**src/rtl/gpio_pkg.sv**
```systemverilog
// gpio_bank shared constants: register map and address width.
// Optional input debounce is selected with GPIO_DEBOUNCE_EN.
package gpio_pkg;

  localparam int GPIO_ADDR_W = 3;

  localparam logic [GPIO_ADDR_W-1:0] GPIO_ADDR_DATA    = 3'd0;
  localparam logic [GPIO_ADDR_W-1:0] GPIO_ADDR_DIR     = 3'd1;
  localparam logic [GPIO_ADDR_W-1:0] GPIO_ADDR_IN      = 3'd2;
  localparam logic [GPIO_ADDR_W-1:0] GPIO_ADDR_RISE_EN = 3'd3;
  localparam logic [GPIO_ADDR_W-1:0] GPIO_ADDR_FALL_EN = 3'd4;
  localparam logic [GPIO_ADDR_W-1:0] GPIO_ADDR_PEND    = 3'd5;

endpackage

```
**src/rtl/gpio_pin_in.sv**
```systemverilog
// Per-pin input path: synchroniser, optional debounce, edge detect.
// Debounce filter is built only when GPIO_DEBOUNCE_EN is defined.
module gpio_pin_in #(
  parameter int SYNC_STAGES     = 2,
  parameter int DEBOUNCE_CYCLES = 4
) (
  input  logic clk,
  input  logic reset,
  input  logic pad_i,
  output logic filt_o,
  output logic rise_o,
  output logic fall_o
);

  logic [SYNC_STAGES-1:0] sync_q;
  logic                   sync_n;
  logic                   prev_q;

  always_ff @(posedge clk) begin
    if (reset) begin
      sync_q <= '0;
    end else begin
      sync_q <= {sync_q[SYNC_STAGES-2:0], pad_i};
    end
  end

  assign sync_n = sync_q[SYNC_STAGES-1];

`ifdef GPIO_DEBOUNCE_EN
  localparam int CW = $clog2(DEBOUNCE_CYCLES) + 1;
  localparam logic [CW-1:0] CNT_LAST = CW'(DEBOUNCE_CYCLES - 1);

  logic [CW-1:0] cnt_q, cnt_d;
  logic          filt_q, filt_d;

  // Accept sN only after it has differed from filt long enough.
  always_comb begin
    cnt_d  = '0;
    filt_d = filt_q;
    if (sync_n != filt_q) begin
      if (cnt_q == CNT_LAST) begin
        filt_d = sync_n;
      end else begin
        cnt_d = cnt_q + 1'b1;
      end
    end
  end

  always_ff @(posedge clk) begin
    if (reset) begin
      cnt_q  <= '0;
      filt_q <= 1'b0;
    end else begin
      cnt_q  <= cnt_d;
      filt_q <= filt_d;
    end
  end

  assign filt_o = filt_q;
`else
  assign filt_o = sync_n;
`endif

  always_ff @(posedge clk) begin
    if (reset) begin
      prev_q <= 1'b0;
    end else begin
      prev_q <= filt_o;
    end
  end

  assign rise_o = filt_o & ~prev_q;
  assign fall_o = ~filt_o & prev_q;

endmodule

```
**src/rtl/gpio_bank.sv**
```systemverilog
// GPIO bank: register file, read mux, edge-interrupt pending bits.
// Define GPIO_DEBOUNCE_EN to add per-pin input debounce.
module gpio_bank
  import gpio_pkg::*;
#(
  parameter int NPINS           = 16,
  parameter int SYNC_STAGES     = 2,
  parameter int DEBOUNCE_CYCLES = 4
) (
  input  logic                   clk,
  input  logic                   reset,
  input  logic                   wr_en,
  input  logic                   rd_en,
  input  logic [GPIO_ADDR_W-1:0] addr,
  input  logic [NPINS-1:0]       wdata,
  output logic [NPINS-1:0]       rdata,
  input  logic [NPINS-1:0]       pad_in,
  output logic [NPINS-1:0]       pad_out,
  output logic [NPINS-1:0]       pad_oe,
  output logic                   irq
);

  logic [NPINS-1:0] data_q, data_d;
  logic [NPINS-1:0] dir_q, dir_d;
  logic [NPINS-1:0] ren_q, ren_d;
  logic [NPINS-1:0] fen_q, fen_d;
  logic [NPINS-1:0] pend_q, pend_d;
  logic [NPINS-1:0] rdata_q, rdata_d;
  logic [NPINS-1:0] in_filt, rise, fall;
  logic [NPINS-1:0] pend_clr, rd_mux;

  for (genvar i = 0; i < NPINS; i++) begin : g_pin
    gpio_pin_in #(
      .SYNC_STAGES    (SYNC_STAGES),
      .DEBOUNCE_CYCLES(DEBOUNCE_CYCLES)
    ) u_pin (
      .clk   (clk),
      .reset (reset),
      .pad_i (pad_in[i]),
      .filt_o(in_filt[i]),
      .rise_o(rise[i]),
      .fall_o(fall[i])
    );
  end

  always_comb begin
    rd_mux = '0;
    unique case (addr)
      GPIO_ADDR_DATA:    rd_mux = data_q;
      GPIO_ADDR_DIR:     rd_mux = dir_q;
      GPIO_ADDR_IN:      rd_mux = in_filt;
      GPIO_ADDR_RISE_EN: rd_mux = ren_q;
      GPIO_ADDR_FALL_EN: rd_mux = fen_q;
      GPIO_ADDR_PEND:    rd_mux = pend_q;
      default:           rd_mux = '0;
    endcase
  end

  always_comb begin
    data_d   = data_q;
    dir_d    = dir_q;
    ren_d    = ren_q;
    fen_d    = fen_q;
    pend_clr = '0;
    if (wr_en) begin
      unique case (addr)
        GPIO_ADDR_DATA:    data_d   = wdata;
        GPIO_ADDR_DIR:     dir_d    = wdata;
        GPIO_ADDR_RISE_EN: ren_d    = wdata;
        GPIO_ADDR_FALL_EN: fen_d    = wdata;
        GPIO_ADDR_PEND:    pend_clr = wdata;
        default: ;
      endcase
    end
    // A fresh edge beats a simultaneous write-1-to-clear.
    pend_d  = (pend_q & ~pend_clr)
            | (rise & ren_q)
            | (fall & fen_q);
    rdata_d = rd_en ? rd_mux : rdata_q;
  end

  always_ff @(posedge clk) begin
    if (reset) begin
      data_q  <= '0;
      dir_q   <= '0;
      ren_q   <= '0;
      fen_q   <= '0;
      pend_q  <= '0;
      rdata_q <= '0;
    end else begin
      data_q  <= data_d;
      dir_q   <= dir_d;
      ren_q   <= ren_d;
      fen_q   <= fen_d;
      pend_q  <= pend_d;
      rdata_q <= rdata_d;
    end
  end

  assign rdata   = rdata_q;
  assign pad_out = data_q;
  assign pad_oe  = dir_q;
  assign irq     = |pend_q;

endmodule

```
**config.mk**
```make
export PLATFORM = sky130hd
export DESIGN_NAME = gpio_bank
export DESIGN_NICKNAME = d
export VERILOG_FILES = /design/src/rtl/gpio_pkg.sv /design/src/rtl/gpio_pin_in.sv /design/src/rtl/gpio_bank.sv
export SDC_FILE = /design/constraint.sdc
export NUM_CORES = 1
export LEC_CHECK = 0
export BUFFER_PORTS_ARGS = -buffer_cell sky130_fd_sc_hd__buf_2
export CORE_MARGIN = 8
export CORE_UTILIZATION = 34
export CTS_BUF_LIST = sky130_fd_sc_hd__clkbuf_8
export CTS_CLUSTER_DIAMETER = 100
export CTS_CLUSTER_SIZE = 40
export DETAILED_ROUTE_END_ITERATION = 7
export PLACE_DENSITY = 0.64
export SLEW_MARGIN = 30
export SYNTH_ARGS = -nofsm -noshare
export SYNTH_HDL_FRONTEND = slang
export SYNTH_SLANG_ARGS = --single-unit
```
**constraint.sdc**
```tcl
create_clock -name clk -period 1.7 [get_ports clk]
set_clock_uncertainty 0.15 [all_clocks]
set_input_delay 0.255 -clock clk [delete_from_list [all_inputs] [get_ports clk]]
set_output_delay 0.255 -clock clk [all_outputs]
set_load 0.02 [all_outputs]
```
## After elaboration in Yosys (flattened, before gate mapping)

Cells that the tools add are included.

| storage, ports and cells | value |
|---|---|
| flip-flop bits (word level) | 144 |
| output and inout bits | 49 |
| word-level logic and storage cells | 122 |

| operators by class | value |
|---|---|
| bitwise gates (word level) | 70 |
| mux-type cells | 3 |
| reduce and logical (&&, ||, !) cells | 6 |
| eq/ne operators | 5 |

Operators by type and width:

| kind | number |
|---|---|
| one-hot mux 16 bit (6 select lines) | 1 |
| bitwise AND 16 bit | 3 |
| bitwise AND 1 bit | 32 |
| two-way mux 16 bit | 2 |
| NOT 1 bit | 32 |
| bitwise OR 16 bit | 2 |
| NOT 16 bit | 1 |
| OR reduction 16 bit | 1 |
| AND reduction 2 bit | 4 |
| == test 3 x 2 -> 1 bit, second input constant | 2 |
| == test 3 bit, second input constant | 2 |
| == test 3 x 1 -> 1 bit, second input constant | 1 |
| logical NOT 3 bit | 1 |

## Longest topological paths before layout

| logic depth | value |
|---|---|
| word-level depth | 7 |
| gate-level depth with buffers | 7 |
| gate-level depth less buffers | 4 |

## Cells and area by module

From an unflattened synthesis, not the netlist that was laid out.

| unflattened totals | value |
|---|---|
| cells, all modules | 657 |
| area, all modules | 5758.0 um^2 |

Modules (own cells, without submodules):

| module | area each (um^2) | sequential area each (um^2) | cells an instance | instances |
|---|---|---|---|---|
| gpio_bank | 4296.6 | 1921.8 | 529 | 1 |
| gpio_pin_in | 91.3 | 60.1 | 8 | 16 |

## Least setup slack after synthesis

OpenSTA, ideal clock, no wires.

| timing | value |
|---|---|
| kind | in2reg |
| from | input addr[1] |
| to | register rdata_q[11] (netlist: rdata[11]) |
| stages on the path | 6 |
| arrival | 1244 ps |
| setup slack | 175 ps |
| path buffers | 2 |
| data required time | 1418 ps |
| cells stage by stage | buf_6 -> buf_4 -> mux2_2 -> a32oi_1 -> o2111a_1 -> nor3_1 |

| on the way | value |
|---|---|
| longest elaborated chain between the ends | 2 |

Ends and longest elaborated chain:

| what | RTL line | text |
|---|---|---|
| start: declaration | gpio_bank.sv:14 | `input logic [GPIO_ADDR_W-1:0] addr,` |
| == test 3 bit (tied with other cells) | gpio_bank.sv:48 | `unique case (addr)` |
| one-hot mux 16 bit (6 select lines) * | gpio_bank.sv:48 |  |
| end signal: assignment | gpio_bank.sv:96 | `rdata_q <= rdata_d;` |
| end: declaration | gpio_bank.sv:28 | `logic [NPINS-1:0] rdata_q, rdata_d;` |

Every way passes the cells marked *; elsewhere a longest branch is shown, timed or not.
A chain may end at the register's enable or synchronous reset.

## Final worst setup path

| timing | value |
|---|---|
| from | register pend_q[3] |
| to | output irq |

| on the way | value |
|---|---|
| longest elaborated chain between the ends | 1 |

Ends and longest elaborated chain:

| what | RTL line | text |
|---|---|---|
| start: declaration | gpio_bank.sv:27 | `logic [NPINS-1:0] pend_q, pend_d;` |
| start signal: assignment | gpio_bank.sv:95 | `pend_q <= pend_d;` |
| OR reduction 16 bit | gpio_bank.sv:103 | `assign irq = \|pend_q;` |
| end: declaration | gpio_bank.sv:20 | `output logic irq` |

Every way passes these cells.

==> flow_summary.ini <==
[final_layout]
layout.cells.non_filler = 1044
seq_area_um2 = 2890
diodes = 0
design_area_um2 = 7590
multi_input_area_um2 = 2610
layout-drive-gt1-share = 0.226
n_fill_cell = 1618
area_growth_pct = 32.3
nets = 851

[yosys]
yosysMostFrequentCell = nand2_1
syn_inst = 666
synth_top_area_cell = dfxtp_1
synth_area_leaders = dfxtp_1, nand2_1, a21oi_1
ys_warn_count = 0
synth_top_area_frac = 0.502
yosysSeqAreaShare = 0.502
synth_cell_type_count = 43
synth_nets = 705
synthTopCellsByCount = nand2_1, dfxtp_1, a21oi_1
ys_ff_latch = 144
synth_edf_count = 0
ys_async_sr_fraction = 0
syn_area_per_cell_um2 = 8.62
synthFlopType = dfxtp_1
netlist_area_um2 = 5740

[worst_setup_path]
startpoint_type = register
criticalPathCategory = register to output port
r2r_start = ren_q[9]
critPathMaxFanout = 2
cp_num_buf_inv = 1
worstPathRequired_ns = 1.29
worstPathArrival_ns = 1.49
cp-startpoint = pend_q[3]
slowest_stage = dfxtp_2
endpoint_kind = output port
path_cells = nor4_4, nand4_1, buf_4
path_delay_family = simple AND/OR/NAND/NOR gates
slowest_delay_ns = 0.35

[timing]
final_hold_viol_count = 0
period_minus_slack_ns = 1.90
fmax_mhz = 527
fin_crit_sh = 1.12
grt_setup_unrepaired = true
finalSetupViolCount = 1
maxSlewHeadroom = 0.703
setup_slack_ns = -0.197
worstMarginPinSlew_ns = 0.443
fin_tns_setup_ns = -0.197
slew_violations = 0

[floorplan]
die_x_um = 146
die_area_um2 = 21300
fp.coreArea_um2 = 16500
rows = 47
start_util = 0.347
ios = 88
die_h_um = 146

[clocking]
htreeDepth = 4
clk_latency_ns = 0.45
cts_setup_buffers = 0
cts_tree = done
numCtsBuffers = 17
clkTransAtPathRegs_ns = 0.08
clockBufferDepth = 2
clock-sinks = 144
root_buffer = clkbuf_8

[placement]
dp_hpwl_um = 12900
io_buffer_count = 87
dpl_cell_area_um2 = 6730
placed_cells = 981
place_congestion = 0.859
dp_worst_setup_slack_ns = -0.141

[grt]
track_usage = 0.169
grt_max_degree = 36
grt_overflow = 0
grt_pass1_vias = 5033
grt_pass1_wl_um = 28300
antenna_found_initial = 0

[drt]
ant_nets = 0
wl_per_cell_um = 17.1
vias = 5161
post_drt_via_cell_ratio = 4.94
drc_errors = 0
drtIter0Drc = 285
wl_um = 17900
first_pass_iters = 5

[run_status]
violations = negative setup slack
status = finished with violations

[min_path]
min_from = reset
min_path_type = primary input to register

[flow_run]
maxCapViolations = 0

[power]
p_per_area_nw_per_um2 = 1010
ir_drop_v = 0.000511
power.leakage_nw = 2.98
==> final timing paths <==
kind	endpoint	slack (ns)	cells after the start
max	irq	-0.20	3
min	pend_q[8]	0.04	2
max reg2reg	rdata[9]	0.35	4
min reg2reg	g_pin[15].u_pin.sync_q[1]	0.29	1
==> cells by family (layout without fill, tap and decap cells) <==
kind of cell,after synthesis,count (layout),share of synthesized area
compound gates,149,149,0.157
flops,144,144,0.502
mux,27,27,0.0480
simple gates,296,296,0.245
buf+inv,50,208,0.0475
==> per-layer routing <==
layer	wire, um	vias up	track usage	share of wire
met5	0	-	0	0
met4	454	0	0.0708	0.025
met3	877	24	0.0382	0.049
met2	8980	136	0.290	0.50
met1	7540	2440	0.199	0.42
li1	-	2561	-	-
==> stage by stage <==
stage | hold WS [ns] | utilization | power [mW]
2_1_floorplan | 0.233 | - | 3.94
3_3_place_gp | 0.267 | 0.407 | 4.24
3_5_place_dp | 0.270 | 0.407 | 4.24
4_1_cts | 0.0115 | 0.459 | 7.70
5_1_grt | 0.0205 | 0.459 | 7.94
6_report | 0.0379 | 0.459 | 7.64
==> state kept, by name, indices dropped and copies added, names as in the netlist <==
signal / count
g_pin.u_pin.sync_q: 32
fen_q: 16
g_pin.u_pin.prev_q: 16
pad_oe: 16
pad_out: 16
pend_q: 16
rdata: 16
ren_q: 16
==> worst reg2reg max path, delay by kind of cell (launching register included) <==
family          cells  cell delay, ns
compound gates      2            0.42
flops               1            0.35
mux                 1            0.28
simple gates        1            0.04
==> what timing repair did <==
action,in CTS,in global routing
hold buffers,32,0
hold endpoints to repair,80,0
gates resized for setup,7,2
pin swaps,4,2
setup endpoints to repair,1,1
==> power breakdown <==
part	total, mW	internal [mW]	switching [mW]
sequential	3.54	3.47	0.0712
clock	3.41	2.15	1.27
combinational	0.683	0.306	0.377
==> cells in the final DEF, fill, tap and decap left out, drive strengths merged, types with 9 or more instances in the layout <==
| cell type | synthesis | final |
|---|---|---|
| dlygate4sd3 | 0 | 32 |
| nor2 | 36 | 36 |
| inv | 7 | 9 |
| nand3b | 17 | 17 |
| dfxtp | 144 | 144 |
| nor2b | 51 | 51 |
| a21oi | 81 | 81 |
| o21ai | 22 | 22 |
| nand2 | 163 | 163 |
| buf | 21 | 138 |
| clkbuf | 22 | 20 |
| mux2i | 23 | 23 |
==> layout make-up <==
cell class	count	area share
Clock buffer	20	0.0363
Clock inverter	11	0.0307
Inverter	7	0.00346
Multi-Input combinational cell	472	0.344
Sequential cell	144	0.380
Tap cell	220	0.0363
Timing Repair Buffer	170	0.169
(Power assumes the default switching activity.)
